## src/rtl/uart_led_cmd_ctrl_pkg.sv

```systemverilog
// Shared types and constants for the UART LED command controller.
// Holds the FSM state encoding, command bytes, acknowledge bytes and mode selects.
package uart_led_pkg;

    typedef enum logic [1:0] {
        IDLE     = 2'd0,
        DECODE   = 2'd1,
        ACK_WAIT = 2'd2,
        ACK_SEND = 2'd3
    } ctrl_state_t;

    localparam logic [7:0] CMD_MODE0 = 8'h30;
    localparam logic [7:0] CMD_MODE1 = 8'h31;
    localparam logic [7:0] CMD_MODE2 = 8'h32;
    localparam logic [7:0] CMD_GO    = 8'h47;
    localparam logic [7:0] CMD_STOP  = 8'h53;

    localparam logic [7:0] ACK_OK  = 8'h4B;
    localparam logic [7:0] ACK_BAD = 8'h3F;

    localparam logic [1:0] MODE_RAW   = 2'd0;
    localparam logic [1:0] MODE_STATS = 2'd1;
    localparam logic [1:0] MODE_SHOW  = 2'd2;

    function automatic logic is_mode_cmd(input logic [7:0] b);
        return (b == CMD_MODE0) || (b == CMD_MODE1) || (b == CMD_MODE2);
    endfunction

endpackage

```

## src/rtl/uart_led_cmd_ctrl_sat_counter.sv

```systemverilog
// Saturating up-counter; inc adds 1, inc2 adds 2, both together add 3.
// Sticks at all-ones instead of wrapping.
module sat_counter #(
    parameter int W = 8
) (
    input  logic         clk,
    input  logic         reset,
    input  logic         inc,
    input  logic         inc2,
    input  logic         clr,
    output logic [W-1:0] count
);

    localparam logic [W+1:0] MAX = {2'b00, {W{1'b1}}};

    logic [W+1:0] sum;

    always_comb begin
        sum = {2'b00, count} + {{W{1'b0}}, inc2, inc};
    end

    always_ff @(posedge clk) begin
        if (reset || clr) begin
            count <= '0;
        end else if (sum > MAX) begin
            count <= '1;
        end else begin
            count <= sum[W-1:0];
        end
    end

endmodule

```

## src/rtl/uart_led_cmd_ctrl.sv

```systemverilog
// Command sequencer: decodes single-byte RX commands into sel/done for the LED
// show engine, acknowledges each one on TX and muxes the LED banks.
module uart_led_cmd_ctrl
    import uart_led_pkg::*;
#(
    parameter int ACK_TIMEOUT = 255,
    parameter int CNT_W       = 8
) (
    input  logic        clk,
    input  logic        reset,
    input  logic        rx_valid,
    input  logic [7:0]  rx_data,
    input  logic        rx_err,
    input  logic        tx_busy,
    output logic        tx_start,
    output logic [7:0]  tx_data,
    input  logic [7:0]  show_left,
    input  logic [7:0]  show_right,
    output logic [1:0]  sel,
    output logic        done,
    output logic [7:0]  left_leds,
    output logic [7:0]  right_leds,
    output ctrl_state_t state
);

    // Handshakes: rx_valid/rx_err are single-cycle strobes with no backpressure;
    // a byte is only accepted in IDLE. tx_start is a one-cycle request issued
    // only in a cycle after tx_busy was seen low, and tx_data is held stable.

    localparam int TW = (ACK_TIMEOUT > 1) ? $clog2(ACK_TIMEOUT) : 1;
    localparam logic [TW-1:0] TOUT_LAST = TW'(ACK_TIMEOUT - 1);

    logic [7:0]       cmd_reg;
    logic [7:0]       last_byte;
    logic [TW-1:0]    tout;
    logic [CNT_W-1:0] cmd_cnt;
    logic [CNT_W-1:0] err_cnt;

    logic       cmd_known;
    logic       cmd_ok;
    logic [7:0] ack_byte;
    logic       overrun;
    logic       fsm_err;
    logic       ack_timeout;
    logic [1:0] err_events;

    always_comb begin
        cmd_known = is_mode_cmd(cmd_reg) || (cmd_reg == CMD_GO) || (cmd_reg == CMD_STOP);
        cmd_ok    = is_mode_cmd(cmd_reg) || (cmd_reg == CMD_STOP) ||
                    ((cmd_reg == CMD_GO) && (sel == MODE_SHOW));
        ack_byte  = cmd_ok ? ACK_OK : ACK_BAD;
    end

    // A refused GO is acknowledged as bad but is not counted as an error.
    always_comb begin
        overrun     = rx_valid && (state != IDLE);
        ack_timeout = (state == ACK_WAIT) && tx_busy && (tout == TOUT_LAST);
        fsm_err     = ((state == DECODE) && !cmd_known) || ack_timeout;
        err_events  = {1'b0, rx_err} + {1'b0, overrun} + {1'b0, fsm_err};
    end

    always_ff @(posedge clk) begin
        if (reset) begin
            state     <= IDLE;
            sel       <= MODE_RAW;
            done      <= 1'b0;
            tx_start  <= 1'b0;
            tx_data   <= 8'h00;
            cmd_reg   <= 8'h00;
            last_byte <= 8'h00;
            tout      <= '0;
        end else begin
            tx_start <= 1'b0;
            case (state)
                IDLE: begin
                    if (rx_valid) begin
                        cmd_reg   <= rx_data;
                        last_byte <= rx_data;
                        state     <= DECODE;
                    end
                end
                DECODE: begin
                    tx_data <= ack_byte;
                    tout    <= '0;
                    state   <= ACK_WAIT;
                    if (is_mode_cmd(cmd_reg)) begin
                        sel  <= cmd_reg[1:0];
                        done <= 1'b0;
                    end else if (cmd_reg == CMD_GO) begin
                        if (sel == MODE_SHOW) begin
                            done <= 1'b1;
                        end
                    end else if (cmd_reg == CMD_STOP) begin
                        done <= 1'b0;
                    end
                end
                ACK_WAIT: begin
                    if (!tx_busy) begin
                        tx_start <= 1'b1;
                        state    <= ACK_SEND;
                    end else if (tout == TOUT_LAST) begin
                        state <= IDLE;
                    end else begin
                        tout <= tout + 1'b1;
                    end
                end
                ACK_SEND: begin
                    state <= IDLE;
                end
                default: begin
                    state <= IDLE;
                end
            endcase
        end
    end

    sat_counter #(.W(CNT_W)) u_cmd_cnt (
        .clk   (clk),
        .reset (reset),
        .inc   ((state == DECODE) && cmd_ok),
        .inc2  (1'b0),
        .clr   (1'b0),
        .count (cmd_cnt)
    );

    sat_counter #(.W(CNT_W)) u_err_cnt (
        .clk   (clk),
        .reset (reset),
        .inc   (err_events[0]),
        .inc2  (err_events[1]),
        .clr   (1'b0),
        .count (err_cnt)
    );

    logic [7:0] cmd_led;
    logic [7:0] err_led;

    generate
        if (CNT_W >= 8) begin : g_wide
            assign cmd_led = cmd_cnt[7:0];
            assign err_led = err_cnt[7:0];
        end else begin : g_narrow
            assign cmd_led = {{(8 - CNT_W){1'b0}}, cmd_cnt};
            assign err_led = {{(8 - CNT_W){1'b0}}, err_cnt};
        end
    endgenerate

    always_comb begin
        left_leds  = 8'h00;
        right_leds = 8'h00;
        case (sel)
            MODE_RAW: begin
                left_leds = last_byte;
            end
            MODE_STATS: begin
                left_leds  = cmd_led;
                right_leds = err_led;
            end
            MODE_SHOW: begin
                if (done) begin
                    left_leds  = show_left;
                    right_leds = show_right;
                end
            end
            default: begin
                left_leds  = 8'h00;
                right_leds = 8'h00;
            end
        endcase
    end

endmodule

```

## config.mk

```make
export PLATFORM = sky130hd
export DESIGN_NAME = uart_led_cmd_ctrl
export DESIGN_NICKNAME = d
export VERILOG_FILES = /design/src/rtl/uart_led_cmd_ctrl_pkg.sv /design/src/rtl/uart_led_cmd_ctrl_sat_counter.sv /design/src/rtl/uart_led_cmd_ctrl.sv
export SDC_FILE = /design/constraint.sdc
export NUM_CORES = 1
export LEC_CHECK = 0
export ABC_AREA = 1
export CORE_MARGIN = 3
export CORE_UTILIZATION = 52
export CTS_CLUSTER_DIAMETER = 40
export CTS_CLUSTER_SIZE = 24
export DETAILED_ROUTE_END_ITERATION = 16
export PLACE_DENSITY = 0.85
export SETUP_SLACK_MARGIN = 0.02
export SLEW_MARGIN = 20
export SYNTH_ARGS = -nofsm -noshare
export SYNTH_HDL_FRONTEND = slang
export SYNTH_SLANG_ARGS = --single-unit
```

## constraint.sdc

```tcl
create_clock -name clk -period 5.7 [get_ports clk]
set_input_delay 0.855 -clock clk [delete_from_list [all_inputs] [get_ports clk]]
set_output_delay 0.855 -clock clk [all_outputs]
set_load 0.02 [all_outputs]
```

==> results.md, run 1 <==
* Status: finished, final reports clean
* Slowest CP cell: fa_1
* Synthesis-to-layout area growth at 28.2%
* Nets at 428
* Crit end category: flip-flop
* Top Family by Delay on Critical Path: adder cells
* HP Class: flip-flop to flip-flop
* Final setup fails at 0
* Setup bufs post-CTS at 0
* Die W at 72.1 µm
* Fin. Hold Viols at 0
* WP buf/inv at 3
* XOR/XNOR Fraction of Synth Area at 2.70%
* CORE AREA at 4120 µm²
* Clk Latency, worst-skew pair at 0.30 ns
* Peak supply drop at 0.133 mV
* LEAKAGE at 1.10 nW
* Routed len/inst at 12.7 µm
* Total number of yosys warnings at 0
* Largest net degree at the start of global routing at 22
* Detailed Route WL at 5.58 mm
* Mean area per synthesized cell at 6.72 µm²
* Main combinational cell family by area after synthesis: simple AND/OR/NAND/NOR gates
* Critical Path Source Type: primary input
* Critical Path Start: rx_valid
* Critical path arrival at 3.53 ns
* Max FO, Critical Path at 6
* Chip Height at 72.1 µm
* Buffers on Ports at 57
* DRC viols at 0
* CTS sink cnt at 41
* Cts repair resizes at 0
* Max_cap viols at 0
* Clock root buffer: clkbuf_8
* CTS tree: built
* Vias in the first global route at 2187
* Clk pin slew, worst setup/hold paths at 0.08 ns
* CTS Buf Count at 5
* Worst hold margin at 0.468 ns
* Yosys top cell area share at 36.2%
* I/O pins at 59
* GRT overflow at 0
* Final Cycle Share at 58.5%
* Htree depth at 2
* RSZ-0062 raised after global routing: no
* Max stage delay on crit path at 0.49 ns
* FP Rows at 23
* Skew final at 0.0104 ns
* Ranking of synthesized cells by area: dfxtp_1 (36%), nand2_1 (15%), a21oi_1 (8.8%)
* Filler Cells Inserted at 355
* Hold Crit Start: tout[7]
* Least-Margin Pin Slew at 0.781 ns
* Clock buffer depth at 2
* Diode count at 0
* Initial antenna violation count at 0
* Via density at 5.16
* Share of cells above drive strength 1 at 3.09%
* P per Cell Area at 222 nW/µm²
* Seq/Total Area, Yosys at 36.2%
* Synth Area in Simple Gates at 28.0%
* Critical Path RT at 5.90 ns
* Post-synthesis mux area share at 0%
* Post-synth cell types at 26
* Reg-to-reg startpoint: tout[0]
* Period minus WS final at 3.33 ns
* Max_slew headroom at 47.8%
* Synth Cell Area at 2270 µm²
* Fraction of the mapped netlist area in compound gates at 14.5%
* Initial DRC Count at 151
* RePlAce Congestion at 0.853
* Gate Count Post-Synth at 338
* WS Path Type: primary input to flip-flop
* Antenna-violating nets left at 0
* Synth Area in Adders at 7.28%
* Setup TNS at 0 ns
* Hold_buf cts at 0
* Global-route wire length before repair at 9.41 mm
* Gr usage total at 22.8%
* Final HPWL DP at 4.27 mm
* Routed vias at 2260
* CP cell instances: clkdlybuf4s50_1 -> inv_1 -> nor2_1 -> fa_1 -> ha_1 -> inv_1 -> fa_1 -> nand3b_1 -> nor2_1 -> nand3_1 -> a21oi_1
* Initial Util at 55.2%
* Seq cells post-synth at 41
* Syn_nets at 379
* Max Transition Viols Final at 0
* Max Fclk at 300 MHz
* DR pass1 iterations at 4
* Cell taking the most area after synthesis: dfxtp_1
* Die Area at 5190 µm²
[cells by family after synthesis]
| kind of cell | Yosys count |
|---|---|
| flip-flops | 41 |
| other | 1 |
| AO/OA/AOI/OAI | 63 |
| XOR/XNOR | 7 |
| adder cells (fa/ha/maj) | 12 |
| AND/OR/NAND/NOR | 154 |
| buffers and inverters | 60 |
[through the flow]
step	setup slack [ns]	util [%]	cell area [µm²]	total power [mW]	cells
finish	2.37	70.7	2910	0.647	438
global route	2.30	70.7	2910	0.678	438
CTS	2.40	70.7	2910	0.649	438
detailed placement	2.15	68.5	2820	0.459	430
global placement	2.30	68.5	2820	0.452	430
floorplan	2.92	-	2270	0.400	338
[layer usage]
| metal | GRT usage (%) | vias up | part of all wire [%] |
|---|---|---|---|
| met5 | 0 | - | 0 |
| met4 | 7.10 | 0 | 2.0 |
| met3 | 6.65 | 13 | 6.0 |
| met2 | 38.5 | 68 | 48 |
| met1 | 27.8 | 1011 | 44 |
| li1 | - | 1168 | - |
[where the power goes]
part	leakage (nW)	switching (mW)	internal, mW
clock network	0.0364	0.108	0.0859
logic	0.730	0.0707	0.0622
registers	0.333	0.0177	0.302
total	1.10	0.197	0.450
[layout by cell type, fill, tap and decap left out]
| master | synthesis | routed |
|---|---|---|
| nor2_1 | 32 | 32 |
| nand3_1 | 16 | 16 |
| clkdlybuf4s50_1 | 0 | 57 |
| nand2_1 | 92 | 92 |
| a21oi_1 | 40 | 40 |
| o31ai_1 | 1 | 1 |
| or2_2 | 1 | 1 |
| nor4_1 | 1 | 1 |
| nor2_4 | 1 | 1 |
| dfxtp_1 | 41 | 41 |
| nand3b_1 | 2 | 2 |
| xor2_1 | 5 | 5 |
| clkbuf_8 | 0 | 5 |
| ha_1 | 10 | 10 |
| clkinvlp_4 | 0 | 3 |
| nand4_1 | 3 | 3 |
| fa_1 | 2 | 2 |
| nand2_2 | 2 | 2 |
| xnor2_1 | 2 | 2 |
| conb_1 | 1 | 1 |
| a31oi_1 | 9 | 9 |
| inv_1 | 45 | 45 |
| o21ai_0 | 13 | 13 |
| nor3_1 | 4 | 4 |
[registers in the layout, summed over array words and instances (netlist names)]
name	cells
last_byte	8
u_cmd_cnt.count	8
u_err_cnt.count	8
tx_data	3
state	2
tout	8
done	1
sel	2
tx_start	1
[worst paths after layout]
path | end | slack, ns | cells after the start
max reg2reg | u_err_cnt.count[4] | 2.88 | 13
min | tout[7] | 0.47 | 2
min reg2reg | tout[7] | 0.47 | 2
max | u_err_cnt.count[4] | 2.37 | 11
[worst register-to-register path, cell delays in order, from the launching register on]
cell      delay, ns
dfxtp_1        0.35
inv_1          0.08
ha_1           0.15
nand2_1        0.05
nor2_1         0.08
nand2_1        0.08
o31ai_1        0.24
ha_1           0.23
inv_1          0.06
fa_1           0.41
nand3b_1       0.24
nor2_1         0.22
nand3_1        0.25
a21oi_1        0.26
[cell type report]
type | instances | area [µm²] | area share [%]
clock buffers | 5 | 68.8 | 2.37
multi-input cells | 237 | 1190 | 41.1
well taps | 50 | 62.6 | 2.15
flip-flops and latches | 41 | 821 | 28.2
clock inverters | 3 | 22.5 | 0.774
repair buffers | 57 | 571 | 19.6
inverters | 45 | 169 | 5.81
[synthesized netlist by cell type]
cell / instances
inv_1: 45
nand2_1: 92
nand4_1: 3
buf_2: 2
dfxtp_1: 41
nand3b_1: 2
o31ai_1: 1
nor3_1: 4
buf_6: 1
a31oi_1: 9
conb_1: 1
nor4_1: 1
xnor2_1: 2
buf_4: 5
buf_1: 2
nor2_1: 32
a21oi_1: 40
or2_2: 1
clkbuf_1: 5
nor2_4: 1
nand2_2: 2
nand3_1: 16
fa_1: 2
ha_1: 10
o21ai_0: 13
xor2_1: 5
No activity file was read; power rests on OpenSTA's default activity.
==> inputs of run 2 (changes only) <==
Settings changed: CORE_UTILIZATION 52 to 49, PLACE_DENSITY 0.85 to 0.81.
Clock period 5.7 ns to 3.21 ns, I/O delays scaled along.
==> run 2 against run 1 <==
Flip-flop and latch count stayed put. Sequential share of layout area is 0.22 points lower. Via count stayed put. Sequential power is 78% higher. Power is 87% higher. Clock power is 110% higher. Combinational power is 74% higher. Cell count is 0.46% higher. Wire length is 1.3% lower. Critical path type unchanged. Worst hold slack worse by 0.0050 ns.
==> results.md, run 2 (synthesis gave the netlist of run 1 again) <==
* Antenna-violating nets left at 0 (unchanged)
* Max FO, Critical Path at 6 (unchanged)
* Filler Cells Inserted at 392 (was 355)
* Placed Cells at 433 (was 430)
* Gr usage total at 21.3% (was 22.8%)
* RSZ-0062 raised after global routing: no (unchanged)
* Diode count at 0 (unchanged)
* Most common cell after layout, fill and taps aside: nand2_1 (unchanged)
* Initial Util at 51.4% (was 55.2%)
* Final worst setup slack at 0.387 ns (was 2.37 ns)
* Hold_buf cts at 0 (unchanged)
* CTS sink cnt at 41 (unchanged)
* Chip Height at 74.1 µm (was 72.1 µm)
* Area after DPL at 2830 µm² (was 2820 µm²)
* Tot Pwr at 1.21 mW (was 0.647 mW)
* Final instance area at 2930 µm² (was 2910 µm²)
* Buffers on Ports at 57 (unchanged)
* Max Fclk at 354 MHz
* Period minus WS final at 2.82 ns
* WS Path Type: primary input to flip-flop (unchanged)
* Final HPWL DP at 4.18 mm (was 4.27 mm)
* Setup slack at placement at 0.0600 ns (was 2.15 ns)
* Global-route wire length before repair at 9.19 mm (was 9.41 mm)
* P per Cell Area at 412 nW/µm² (was 222 nW/µm²)
* Largest net degree at the start of global routing at 22 (unchanged)
* Die W at 74.1 µm (was 72.1 µm)
* Commonest non-fill, non-tap cells in the layout: nand2_1 (92), clkdlybuf4s50_1 (57), inv_1 (45) (unchanged)
* Die Area at 5480 µm² (was 5190 µm²)
* Initial DRC Count at 207 (was 151)
* Clk Latency, worst-skew pair at 0.30 ns (about the same)
* DR pass1 iterations at 4 (unchanged)
* Setup TNS at 0 ns (unchanged)
* Crit end category: flip-flop (unchanged)
* Peak supply drop at 0.226 mV (was 0.133 mV)
* I/O pins at 59 (unchanged)
* Via density at 5.14 (was 5.16)
* Detailed Route WL at 5.51 mm (was 5.58 mm)
* Skew final at 0.0119 ns (was 0.0104 ns)
* CTS tree: built (unchanged)
* Clock buffer depth at 2 (unchanged)
* Final Cycle Share at 87.9%
* Routed len/inst at 12.5 µm (was 12.7 µm)
* RePlAce Congestion at 0.832 (was 0.853)
* Critical Path Source Type: primary input (unchanged)
* Clk pin slew, worst setup/hold paths at 0.08 ns (about the same)
* GRT overflow at 0 (unchanged)
* CTS Buf Count at 5 (unchanged)
* Nets at 429 (was 428)
* Cts repair resizes at 0 (unchanged)
* LEAKAGE at 1.12 nW (was 1.10 nW)
* CORE AREA at 4410 µm² (was 4120 µm²)
* Synthesis-to-layout area growth at 29.2% (was 28.2%)
* Worst hold margin at 0.463 ns (was 0.468 ns)
* Core Util, Final at 66.4% (was 70.7%)
* Routed vias at 2260 (unchanged)
* Share of cells above drive strength 1 at 3.09% (unchanged)
* FP Rows at 24 (was 23)
* Least-Margin Pin Slew at 0.539 ns (was 0.781 ns)
* Max_cap viols at 0 (unchanged)
* Critical path arrival at 3.08 ns (was 3.53 ns)
* Htree depth at 2 (unchanged)
* Initial antenna violation count at 0 (unchanged)
* Max_slew headroom at 64.0% (was 47.8%)
* Status: finished, final reports clean (unchanged)
* HP Class: flip-flop to flip-flop (unchanged)
* Clock root buffer: clkbuf_8 (unchanged)
* DRC viols at 0 (unchanged)
* Vias in the first global route at 2147 (was 2187)
* Max Transition Viols Final at 0 (unchanged)
* Final setup fails at 0 (unchanged)
* Critical Path RT at 3.46 ns (was 5.90 ns)
* Fin. Hold Viols at 0 (unchanged)
* Final Non-Filler Cells at 440 (was 438)
* Setup bufs post-CTS at 0 (unchanged)
-- run 2: cell count changes in the layout (fill, tap and decap cells not counted), sizes merged --
cell,before,now
bufinv,0,1
clkinv,0,1
clkinvlp,3,0
buf,0,1
-- run 2: per-layer routing --
metal | share of wire (%) | GRT usage [%] | vias up
met5 | 0 | 0 | -
met4 | 0.80 | 4.43 | 0
met3 | 6.4 | 5.68 | 7
met2 | 46 | 36.1 | 62
met1 | 46 | 27.2 | 1021
li1 | - | - | 1170
-- run 2: final timing paths --
check	startpoint	end	slack, ns	cells after the start
setup / recovery	rx_valid	u_err_cnt.count[5]	0.39	13
hold / removal	tout[7]	tout[7]	0.46	2
setup reg to reg	tout[1]	u_err_cnt.count[5]	0.51	14
hold reg to reg	tout[7]	tout[7]	0.46	2
-- run 2: critical path, cell delays in order --
cell and delay, ns:
clkdlybuf4s50_1 0.42, inv_1 0.06, nor2_1 0.06, fa_1 0.48
ha_1 0.18, inv_1 0.06, fa_1 0.40, nand3b_1 0.23
nor2_1 0.19, nand3_1 0.23, nand3_1 0.16, nand2_1 0.05
inv_1 0.06
-- run 2: report_power, final --
group / switching [mW] / internal, mW
registers: 0.0311 / 0.536
clock network: 0.182 / 0.226
logic: 0.122 / 0.110
total: 0.335 / 0.872
-- run 2: layout make-up --
cell class | instances | area [µm²] | area share (%)
clock buffer | 5 | 68.8 | 2.35
clock inverter | 2 | 35.0 | 1.20
inverter | 45 | 169 | 5.76
multi-input combinational | 237 | 1190 | 40.8
sequential | 41 | 821 | 28.0
tap | 52 | 65.1 | 2.22
timing repair buffer | 58 | 578 | 19.7
